[src/rtl/isa_pkg.sv]
// Shared ISA definitions: opcode encodings, writeback FSM states and
// opcode-class helpers used by the execute and writeback stages.
package isa_pkg;

    localparam logic [4:0] OP_MOV   = 5'b00000;
    localparam logic [4:0] OP_MUL   = 5'b00011;
    localparam logic [4:0] OP_DIV   = 5'b00100;
    localparam logic [4:0] OP_LOAD  = 5'b01011;
    localparam logic [4:0] OP_STORE = 5'b01100;
    localparam logic [4:0] OP_JMP   = 5'b01101;
    localparam logic [4:0] OP_BZ    = 5'b01110;
    localparam logic [4:0] OP_BC    = 5'b10110;
    localparam logic [4:0] OP_BP    = 5'b10111;
    localparam logic [4:0] OP_BNZ   = 5'b11000;
    localparam logic [4:0] OP_CMP   = 5'b11001;
    localparam logic [4:0] OP_HALT  = 5'b11111;

    typedef enum logic [1:0] {
        ST_IDLE  = 2'd0,
        ST_WR_HI = 2'd1,
        ST_HALT  = 2'd2
    } wb_state_e;

    // MUL sits inside the first ALU range; callers treat it separately for the high byte
    function automatic logic op_is_alu(input logic [4:0] op);
        return (op >= 5'b00001 && op <= 5'b00011) ||
               (op >= 5'b00101 && op <= 5'b01010) ||
               (op >= 5'b10000 && op <= 5'b10101);
    endfunction

    function automatic logic op_writes_rf(input logic [4:0] op);
        return op_is_alu(op) || op == OP_DIV || op == OP_MOV || op == OP_LOAD;
    endfunction

    function automatic logic op_updates_flags(input logic [4:0] op);
        return op_is_alu(op) || op == OP_DIV || op == OP_CMP;
    endfunction

endpackage

[src/rtl/writeback_stage_branch.sv]
// Branch-condition evaluation: decides whether a conditional branch opcode
// is taken given the flag register contents held before the instruction.
module wb_branch_eval
    import isa_pkg::*;
(
    input  logic [4:0] opcode,
    input  logic       zero_flag,
    input  logic       carry_flag,
    input  logic       parity_flag,
    output logic       taken
);

    always_comb begin
        taken = 1'b0;
        case (opcode)
            OP_BZ:   taken = zero_flag;
            OP_BC:   taken = carry_flag;
            OP_BP:   taken = parity_flag;
            OP_BNZ:  taken = !zero_flag;
            default: taken = 1'b0;
        endcase
    end

endmodule

[src/rtl/writeback_stage.sv]
// Writeback stage: retires executed instructions into the register file,
// data memory, flag register and fetch redirect. Optional WB_RETIRE_CNT_EN adds retire_cnt.
module writeback_stage
    import isa_pkg::*;
(
    input  logic        clk,
    input  logic        reset,
    input  logic        in_valid,
    output logic        in_ready,
    input  logic [4:0]  opcode,
    input  logic [15:0] result,
    input  logic        zero_in,
    input  logic        carry_in,
    input  logic        ac_in,
    input  logic        parity_in,
    input  logic [2:0]  rd,
    input  logic [3:0]  mem_addr,
    input  logic [5:0]  instr_mem_addr,
    output logic        rf_we,
    output logic [2:0]  rf_waddr,
    output logic [7:0]  rf_wdata,
    output logic        mem_we,
    output logic [3:0]  mem_waddr,
    output logic [7:0]  mem_wdata,
    output logic        zero_flag,
    output logic        carry_flag,
    output logic        ac_flag,
    output logic        parity_flag,
    output logic        pc_load,
    output logic [5:0]  pc_target,
`ifdef WB_RETIRE_CNT_EN
    output logic [15:0] retire_cnt,
`endif
    output logic        halted
);

    wb_state_e  r_state;
    logic [2:0] r_hi_rd;
    logic [7:0] r_hi_data;
    logic       w_accept;
    logic       w_taken;

    assign in_ready = (r_state == ST_IDLE);
    assign w_accept = in_valid && in_ready;

    wb_branch_eval u_branch (
        .opcode      (opcode),
        .zero_flag   (zero_flag),
        .carry_flag  (carry_flag),
        .parity_flag (parity_flag),
        .taken       (w_taken)
    );

    always_ff @(posedge clk or negedge reset) begin
        if (!reset) begin
            r_state     <= ST_IDLE;
            r_hi_rd     <= '0;
            r_hi_data   <= '0;
            rf_we       <= 1'b0;
            rf_waddr    <= '0;
            rf_wdata    <= '0;
            mem_we      <= 1'b0;
            mem_waddr   <= '0;
            mem_wdata   <= '0;
            pc_load     <= 1'b0;
            pc_target   <= '0;
            zero_flag   <= 1'b0;
            carry_flag  <= 1'b0;
            ac_flag     <= 1'b0;
            parity_flag <= 1'b0;
            halted      <= 1'b0;
        end else begin
            rf_we   <= 1'b0;
            mem_we  <= 1'b0;
            pc_load <= 1'b0;
            case (r_state)
                ST_IDLE: begin
                    if (w_accept) begin
                        if (op_writes_rf(opcode)) begin
                            rf_we    <= 1'b1;
                            rf_waddr <= rd;
                            rf_wdata <= result[7:0];
                        end
                        if (opcode == OP_STORE) begin
                            mem_we    <= 1'b1;
                            mem_waddr <= mem_addr;
                            mem_wdata <= result[7:0];
                        end
                        if (opcode == OP_JMP || w_taken) begin
                            pc_load   <= 1'b1;
                            pc_target <= instr_mem_addr;
                        end
                        if (op_updates_flags(opcode)) begin
                            zero_flag   <= zero_in;
                            carry_flag  <= carry_in;
                            ac_flag     <= ac_in;
                            parity_flag <= parity_in;
                        end
                        // high byte goes to rd+1, wrapping within the 8-entry file
                        if (opcode == OP_MUL || opcode == OP_DIV) begin
                            r_hi_rd   <= rd + 3'd1;
                            r_hi_data <= result[15:8];
                            r_state   <= ST_WR_HI;
                        end
                        if (opcode == OP_HALT) begin
                            halted  <= 1'b1;
                            r_state <= ST_HALT;
                        end
                    end
                end
                ST_WR_HI: begin
                    rf_we    <= 1'b1;
                    rf_waddr <= r_hi_rd;
                    rf_wdata <= r_hi_data;
                    r_state  <= ST_IDLE;
                end
                default: r_state <= ST_HALT;
            endcase
        end
    end

`ifdef WB_RETIRE_CNT_EN
    always_ff @(posedge clk or negedge reset) begin
        if (!reset)
            retire_cnt <= '0;
        else if (w_accept)
            retire_cnt <= retire_cnt + 16'd1;
    end
`endif

endmodule

[config.mk]
export PLATFORM = sky130hd
export DESIGN_NAME = writeback_stage
export DESIGN_NICKNAME = d
export VERILOG_FILES = /design/src/rtl/isa_pkg.sv /design/src/rtl/writeback_stage_branch.sv /design/src/rtl/writeback_stage.sv
export SDC_FILE = /design/constraint.sdc
export NUM_CORES = 1
export LEC_CHECK = 0
export ABC_AREA = 1
export CAP_MARGIN = 15
export CORE_ASPECT_RATIO = 0.7
export CORE_MARGIN = 2
export CORE_UTILIZATION = 45
export DETAILED_ROUTE_END_ITERATION = 10
export PLACE_DENSITY_LB_ADDON = 0.15
export SLEW_MARGIN = 20
export SYNTH_ARGS = -nofsm -noshare
export SYNTH_HDL_FRONTEND = slang
export SYNTH_HIERARCHICAL = 1
export SYNTH_SLANG_ARGS = --single-unit
[constraint.sdc]
create_clock -name clk -period 1.8 [get_ports clk]
set_input_delay 0.36 -clock clk [delete_from_list [all_inputs] [get_ports clk]]
set_output_delay 0.36 -clock clk [all_outputs]
set_load 0.02 [all_outputs]
==> results of run 1 <==
[synth_stat cells]
library cell  instances  area (µm²)
xor2_1                1        8.76
nand3_1              40         200
nor2_1               11        41.3
a21oi_1               2        10.0
nor2_2                4        25.0
clkinv_2              1        5.00
buf_6                 2        22.5
nand4_1               2        12.5
nand2_1             109         409
o21bai_2              1        11.3
clkbuf_1              2        7.51
inv_1                19        71.3
o21a_1                1        7.51
dfrtp_1              50        1250
a21oi_4               1        16.3
ha_1                  1        12.5
o21ai_2               8        70.1
buf_4                 3        22.5
nand2_2               3        18.8
buf_2                 3        15.0
o21ai_0              14        70.1
nand3_2               2        20.0
inv_2                 3        11.3
[power breakdown]
| group | leakage, nW | switching (mW) | internal (mW) | total, mW |
|---|---|---|---|---|
| combinational | 1.05 | 0.0942 | 0.120 | 0.214 |
| clock | 0.0587 | 0.384 | 0.422 | 0.806 |
| sequential | 0.636 | 0 | 1.12 | 1.12 |
| total | 1.74 | 0.479 | 1.66 | 2.14 |
[flip-flops by register name, indices dropped and copies added, names as in the netlist, 2 cells and up]
signal     cells
mem_waddr      4
mem_wdata      8
pc_target      6
r_hi_data      8
r_hi_rd        3
r_state        2
rf_waddr       3
rf_wdata       8
[layout make-up]
| cell class | instances | area [µm²] |
|---|---|---|
| inverters | 23 | 87.6 |
| multi-input cells | 200 | 933 |
| well taps | 69 | 86.3 |
| clock inverters | 3 | 47.5 |
| fillers | 402 | 1460 |
| repair buffers | 95 | 957 |
| clock buffers | 5 | 68.8 |
| flip-flops and latches | 50 | 1250 |
[what timing repair did]
action,in CTS,in global routing
cloned,0,0
setup endpoints to repair,1,2
endpoints found under the hold margin,0,0
hold buffers,0,0
gates resized for setup,1,2
[layer usage]
metal	vias to the layer above	track usage (%)	wire, µm
li1	1086	-	-
met3	2	5.07	435
met2	105	28.7	2360
met4	0	3.65	22
met5	-	0	0
met1	1011	32.7	2910
[logic make-up after synthesis]
group,count (synthesis)
AO/OA/AOI/OAI,27
XOR/XNOR,1
buffers and inverters,33
AND/OR/NAND/NOR,171
flip-flops,50
adder cells (fa/ha/maj),1
[placed cells by master (no fill, tap or decap)]
cell             instances
buf_12                   4
bufinv_16                1
nor2_1                  11
ha_1                     1
inv_6                    1
clkdlybuf4s50_1         74
clkbuf_8                 5
o21a_1                   1
clkinv_4                 1
nand2_1                109
inv_1                   19
o21bai_2                 1
nand4_1                  2
inv_2                    3
xor2_1                   1
nand2_2                  3
nor2_2                   4
buf_4                   13
nand3_2                  2
nand3_1                 40
dlymetal6s2s_1           2
a21oi_4                  1
dlygate4sd2_1            1
o21ai_0                 14
buf_2                    1
clkinv_2                 1
a21oi_1                  2
o21ai_2                  8
dfrtp_1                 50
[per-stage QoR]
stage                     power [mW]  std cells  hold slack, ns
after floorplan                 1.20        283          0.0644
after global placement          1.36        437           0.339
after detailed placement        1.36        437           0.341
after CTS                       2.16        445          0.0225
after global routing            2.22        445          0.0267
final                           2.14        445         0.00878
[worst max-delay path by stage]
stage,start,to,slack (ns),cells past startpoint
2_1_floorplan,r_state[0],r_hi_rd[0],0.34,7
3_3_place_gp,opcode[2],rf_wdata[4],-0.14,9
3_5_place_dp,opcode[2],rf_waddr[1],-0.19,9
4_1_cts,zero_flag,zero_flag,0.05,1
5_1_grt,zero_flag,zero_flag,0.008,1
6_report,zero_flag,zero_flag,0.05,1
==> impl_metrics.env, run 1 <==
export IMPL_status="completed"
export IMPL_path_delay_family="buffers and inverters"
export IMPL_finalSetupViolations=0
export IMPL_fin_util_pct=70.2
export IMPL_synth_top_family_by_area="simple AND/OR/NAND/NOR gates"
export IMPL_syn_inst=283
export IMPL_finalCritPeriodShare_pct=97.2
export IMPL_avgSynthCellArea_um2=8.27
export IMPL_gp_congestion=0.816
export IMPL_clkSinkCount=50
export IMPL_ir_drop_uv=413
export IMPL_synth_area_mux_share_pct=0
export IMPL_place_hpwl_mm=4.34
export IMPL_cap_violations=0
export IMPL_clk_latency_ns=0.31
export IMPL_yosys_register_bits=50
export IMPL_initial_utilization_pct=47.9
export IMPL_io_pins=79
export IMPL_cts_buffer_depth=2
export IMPL_r2r_end="rf_wdata[7]"
export IMPL_slowest_stage="clkdlybuf4s50_1"
export IMPL_path_cells="clkdlybuf4s50_1"
export IMPL_critPathMaxStageDelay_ns=0.64
export IMPL_crit_fanout=6
export IMPL_rsz0062_at_grt="no"
export IMPL_via_per_inst=4.95
export IMPL_finClkSkew_ns=0.0159
export IMPL_grt_pass1_wl_mm=9.54
export IMPL_place_area_mm2=0.00331
export IMPL_arrival_ns=1.39
export IMPL_die_x_um=90.2
export IMPL_via_count=2204
export IMPL_die_h_um=64.3
export IMPL_reg2regPathDepth=6
export IMPL_cts_root_buf="clkbuf_8"
export IMPL_hold_viol_final=0
export IMPL_r2r_start="r_state[1]"
export IMPL_globalRouteTotalUtil_pct=20.6
export IMPL_synth_xor_area_share_pct=0.374
export IMPL_tightest_slew_ns=0.483
export IMPL_fin_crit_ns=1.75
export IMPL_yosysSeqAreaShare_pct=53.5
export IMPL_design_area_mm2=0.00343
export IMPL_first_global_vias=1944
export IMPL_p_leak_nw=1.74
export IMPL_grt_ovfl_total=0
export IMPL_synth_simple_gate_area_share_pct=31.1
export IMPL_drive_gt1_share_pct=13.0
export IMPL_cp_start_kind="flip-flop"
export IMPL_power_density_mw_per_mm2=624
export IMPL_cts_made_buffers=5
export IMPL_max_freq_mhz=572
export IMPL_cp_end_kind="output port"
export IMPL_wl_per_cell_um=12.9
export IMPL_grt_max_degree=33
export IMPL_syn_cell_area_mm2=0.00234
export IMPL_finalSetupTns_ns=0
export IMPL_portBuffers=78
export IMPL_rrSetupSlack_ns=0.36
export IMPL_synth_nets=325
export IMPL_synth_cell_types=23
export IMPL_n_antenna_cell=0
export IMPL_yosys_area_share_adder_pct=0.535
export IMPL_route_detailed_drc=0
export IMPL_path_buf_inv=1
export IMPL_totalWireLength_mm=5.72
export IMPL_clkSlewWorstSetupHoldPaths_ns=0.09
export IMPL_maxSlewViolCount=0
export IMPL_path_class="reg -> out"
export IMPL_synth_warnings=6
export IMPL_htree_levels=2
export IMPL_post_cts_setup_buffer_count=0
export IMPL_die_area_mm2=0.00580
export IMPL_coreArea_mm2=0.00489
export IMPL_drtPass1Iterations=4
export IMPL_syn_to_final_growth_pct=46.7
export IMPL_std_cell_rows=21
export IMPL_min_path_type="in -> async"
export IMPL_layout_nets=417
export IMPL_first_iter_violations=192
export IMPL_timing_slew_headroom_pct=67.8
export IMPL_cts_tree="yes"
export IMPL_synth_compound_area_share_pct=7.91
export IMPL_antenna_left=0
export IMPL_setup_ws_ns=0.0508
export IMPL_worstPathRequired_ns=1.44
export IMPL_pre_cts_ws_ns=-0.193
export IMPL_antenna_found_initial=0
Note: power is estimated with default switching activity, not from simulation.
==> inputs of run 2 (changes only) <==
--- a/config.mk
+++ b/config.mk
@@ -9,11 +9,10 @@
 export CAP_MARGIN = 15
 export CORE_ASPECT_RATIO = 0.7
 export CORE_MARGIN = 2
-export CORE_UTILIZATION = 45
+export CORE_UTILIZATION = 49
 export DETAILED_ROUTE_END_ITERATION = 10
 export PLACE_DENSITY_LB_ADDON = 0.15
 export SLEW_MARGIN = 20
 export SYNTH_ARGS = -nofsm -noshare
 export SYNTH_HDL_FRONTEND = slang
-export SYNTH_HIERARCHICAL = 1
 export SYNTH_SLANG_ARGS = --single-unit
==> constraint.sdc (replaced) <==
create_clock -name clk -period 2.25 [get_ports clk]
set_input_delay 0.45 -clock clk [delete_from_list [all_inputs] [get_ports clk]]
set_output_delay 0.45 -clock clk [all_outputs]
set_load 0.02 [all_outputs]
==> impl_metrics.env, run 2 <==
export IMPL_status="completed"
export IMPL_antenna_left=0
export IMPL_power_density_mw_per_mm2=489
export IMPL_std_cell_rows=21
export IMPL_grt_pass1_wl_mm=8.79
export IMPL_first_iter_violations=100
export IMPL_finalSetupViolations=0
export IMPL_finClkSkew_ns=0.0117
export IMPL_rsz0062_at_grt="no"
export IMPL_slowest_stage="clkdlybuf4s50_1"
export IMPL_antenna_found_initial=0
export IMPL_globalRouteTotalUtil_pct=20.8
export IMPL_rrSetupSlack_ns=0.82
export IMPL_cts_tree="yes"
export IMPL_yosysTopAreaCellShare_pct=51.9
export IMPL_yosys_register_bits=50
export IMPL_p_seq_share_pct=55.1
export IMPL_arrival_ns=1.55
export IMPL_route_detailed_drc=0
export IMPL_p_comb_share_pct=9.6
export IMPL_cts_root_buf="clkbuf_8"
export IMPL_drtPass1Iterations=7
export IMPL_synth_nets=315
export IMPL_synth_edf_count=0
export IMPL_multi_input_comb_area_um2=992
export IMPL_via_per_inst=4.74
export IMPL_yosysTopAreaCell="dfrtp_1"
export IMPL_timing_slew_headroom_pct=58.9
export IMPL_die_h_um=62.7
export IMPL_syn_cell_area_mm2=0.00241
export IMPL_n_fill_cell=401
export IMPL_min_path_type="in -> async"
export IMPL_switching_share_pct=22.5
export IMPL_power_switching_uw=367
export IMPL_pre_cts_ws_ns=0.154
export IMPL_synth_flop_cell="dfrtp_1"
export IMPL_hold_viol_final=0
export IMPL_fin_util_pct=70.1
export IMPL_layout_nets=395
export IMPL_cts_buffer_depth=2
export IMPL_drive_gt1_share_pct=15.8
export IMPL_synthArstFlopShare_pct=100
export IMPL_clk_latency_ns=0.31
export IMPL_place_hpwl_mm=3.92
export IMPL_initial_utilization_pct=50.7
export IMPL_finalSetupTns_ns=0
export IMPL_gp_congestion=0.850
export IMPL_ctsResizeCount=0
export IMPL_path_class="reg -> out"
export IMPL_avgSynthCellArea_um2=8.83
export IMPL_reg_largest_list="mem_wdata x8, r_hi_data x8, rf_wdata x8"
export IMPL_worstPathRequired_ns=1.80
export IMPL_cp_start_kind="flip-flop"
export IMPL_syn_inst=273
export IMPL_yosysMostFrequentCell="nand2_1"
export IMPL_cts_made_buffers=5
export IMPL_grt_max_degree=51
export IMPL_p_leak_nw=1.68
export IMPL_ff_latch_area_mm2=0.00125
export IMPL_io_pins=79
export IMPL_cts_hold_buffers=0
export IMPL_setup_ws_ns=0.253
export IMPL_clkPwrFrac_pct=35.3
export IMPL_htree_levels=2
export IMPL_yosys_top_cells_count="nand2_1 (111), dfrtp_1 (50), nand3_1 (21)"
export IMPL_path_cells="nor2_2, clkdlybuf4s50_1"
export IMPL_post_cts_setup_buffer_count=0
export IMPL_die_area_mm2=0.00550
export IMPL_yosys_top_cells_area="dfrtp_1 (52%), nand2_1 (17%), nand3_2 (4.6%), nand3_1 (4.4%), mux2_2 (3.3%)"
export IMPL_critPathMaxStageDelay_ns=0.62
export IMPL_via_count=2007
export IMPL_clkSinkCount=50
export IMPL_fin_crit_ns=2.00
export IMPL_cap_violations=0
export IMPL_crit_fanout=3
export IMPL_clkSlewWorstSetupHoldPaths_ns=0.09
export IMPL_portBuffers=78
export IMPL_synth_cell_types=29
export IMPL_cp_end_kind="output port"
export IMPL_syn_to_final_growth_pct=38.3
export IMPL_max_freq_mhz=501
export IMPL_maxSlewViolCount=0
export IMPL_totalWireLength_mm=5.25
export IMPL_grt_ovfl_total=0
export IMPL_n_antenna_cell=0
export IMPL_coreArea_mm2=0.00476
export IMPL_synth_warnings=0
export IMPL_finalCritPeriodShare_pct=88.8
export IMPL_tightest_slew_ns=0.616
export IMPL_final_common_cell="nand2_1"
export IMPL_die_x_um=87.8
export IMPL_yosysSeqAreaShare_pct=51.9
export IMPL_ir_drop_uv=276
export IMPL_wl_per_cell_um=12.4
export IMPL_mostFrequentLayoutCells="nand2_1 (111), clkdlybuf4s50_1 (77), dfrtp_1 (50)"
export IMPL_p_int_mw=1.26
export IMPL_first_global_vias=1860
-- run 2: power groups by stage --
stage          Clock, mW  Sequential [mW]  Combinational, mW
3_5_place_dp           0            0.916              0.157
4_1_cts            0.596            0.898              0.158
3_3_place_gp           0            0.916              0.156
6_report           0.575            0.898              0.156
5_1_grt            0.635            0.898              0.172
2_1_floorplan          0            0.916             0.0536
-- run 2: area by class of cell --
cell class | count | share of cell area [%]
clock inverters | 1 | 0.263
repair buffers | 82 | 24.2
flip-flops and latches | 50 | 37.6
clock buffers | 7 | 2.89
well taps | 69 | 2.59
multi-input cells | 191 | 29.8
inverters | 23 | 2.74
-- run 2: metal layers --
metal,GRT usage [%],share of wire (%)
met1,30.4,47
met2,30.4,45
met3,4.49,6.2
met4,8.08,1.4
met5,0,0
-- run 2: metrics by stage --
stage / cells / area [µm²] / hold slack [ns] / total power [mW]
after global placement: 415 / 3230 / 0.453 / 1.07
after floorplan: 273 / 2410 / 0.154 / 0.969
after global routing: 423 / 3330 / 0.275 / 1.70
after CTS: 423 / 3330 / 0.261 / 1.65
after detailed placement: 415 / 3230 / 0.452 / 1.07
final: 423 / 3330 / 0.230 / 1.63
-- run 2: worst max-delay path, delay by kind of cell (launching register included) --
family                 cells  cell delay, ns
AND/OR/NAND/NOR            1            0.18
buffers and inverters      1            0.62
flip-flops                 1            0.44
-- run 2: cell families (layout without fill, tap and decap cells) --
kind of cell / count (synthesis) / after routing / synth area share (%)
simple gates: 164 / 164 / 32.3
flops: 50 / 50 / 51.9
buf+inv: 32 / 113 / 6.91
compound gates: 17 / 17 / 4.21
xor+xnor: 1 / 1 / 0.364
mux: 8 / 8 / 3.74
fa+ha+maj: 1 / 1 / 0.519
-- run 2: path summary, 6_finish.rpt --
kind / startpoint / endpoint / cells after the start
setup / recovery: r_state[0] / in_ready / 2
hold / removal: reset / pc_target[0] / 2
setup reg to reg: r_state[1] / rf_waddr[1] / 5
hold reg to reg: halted / halted / 2
max in group asynchronous: reset / zero_flag / 2
min in group clk: halted / halted / 2
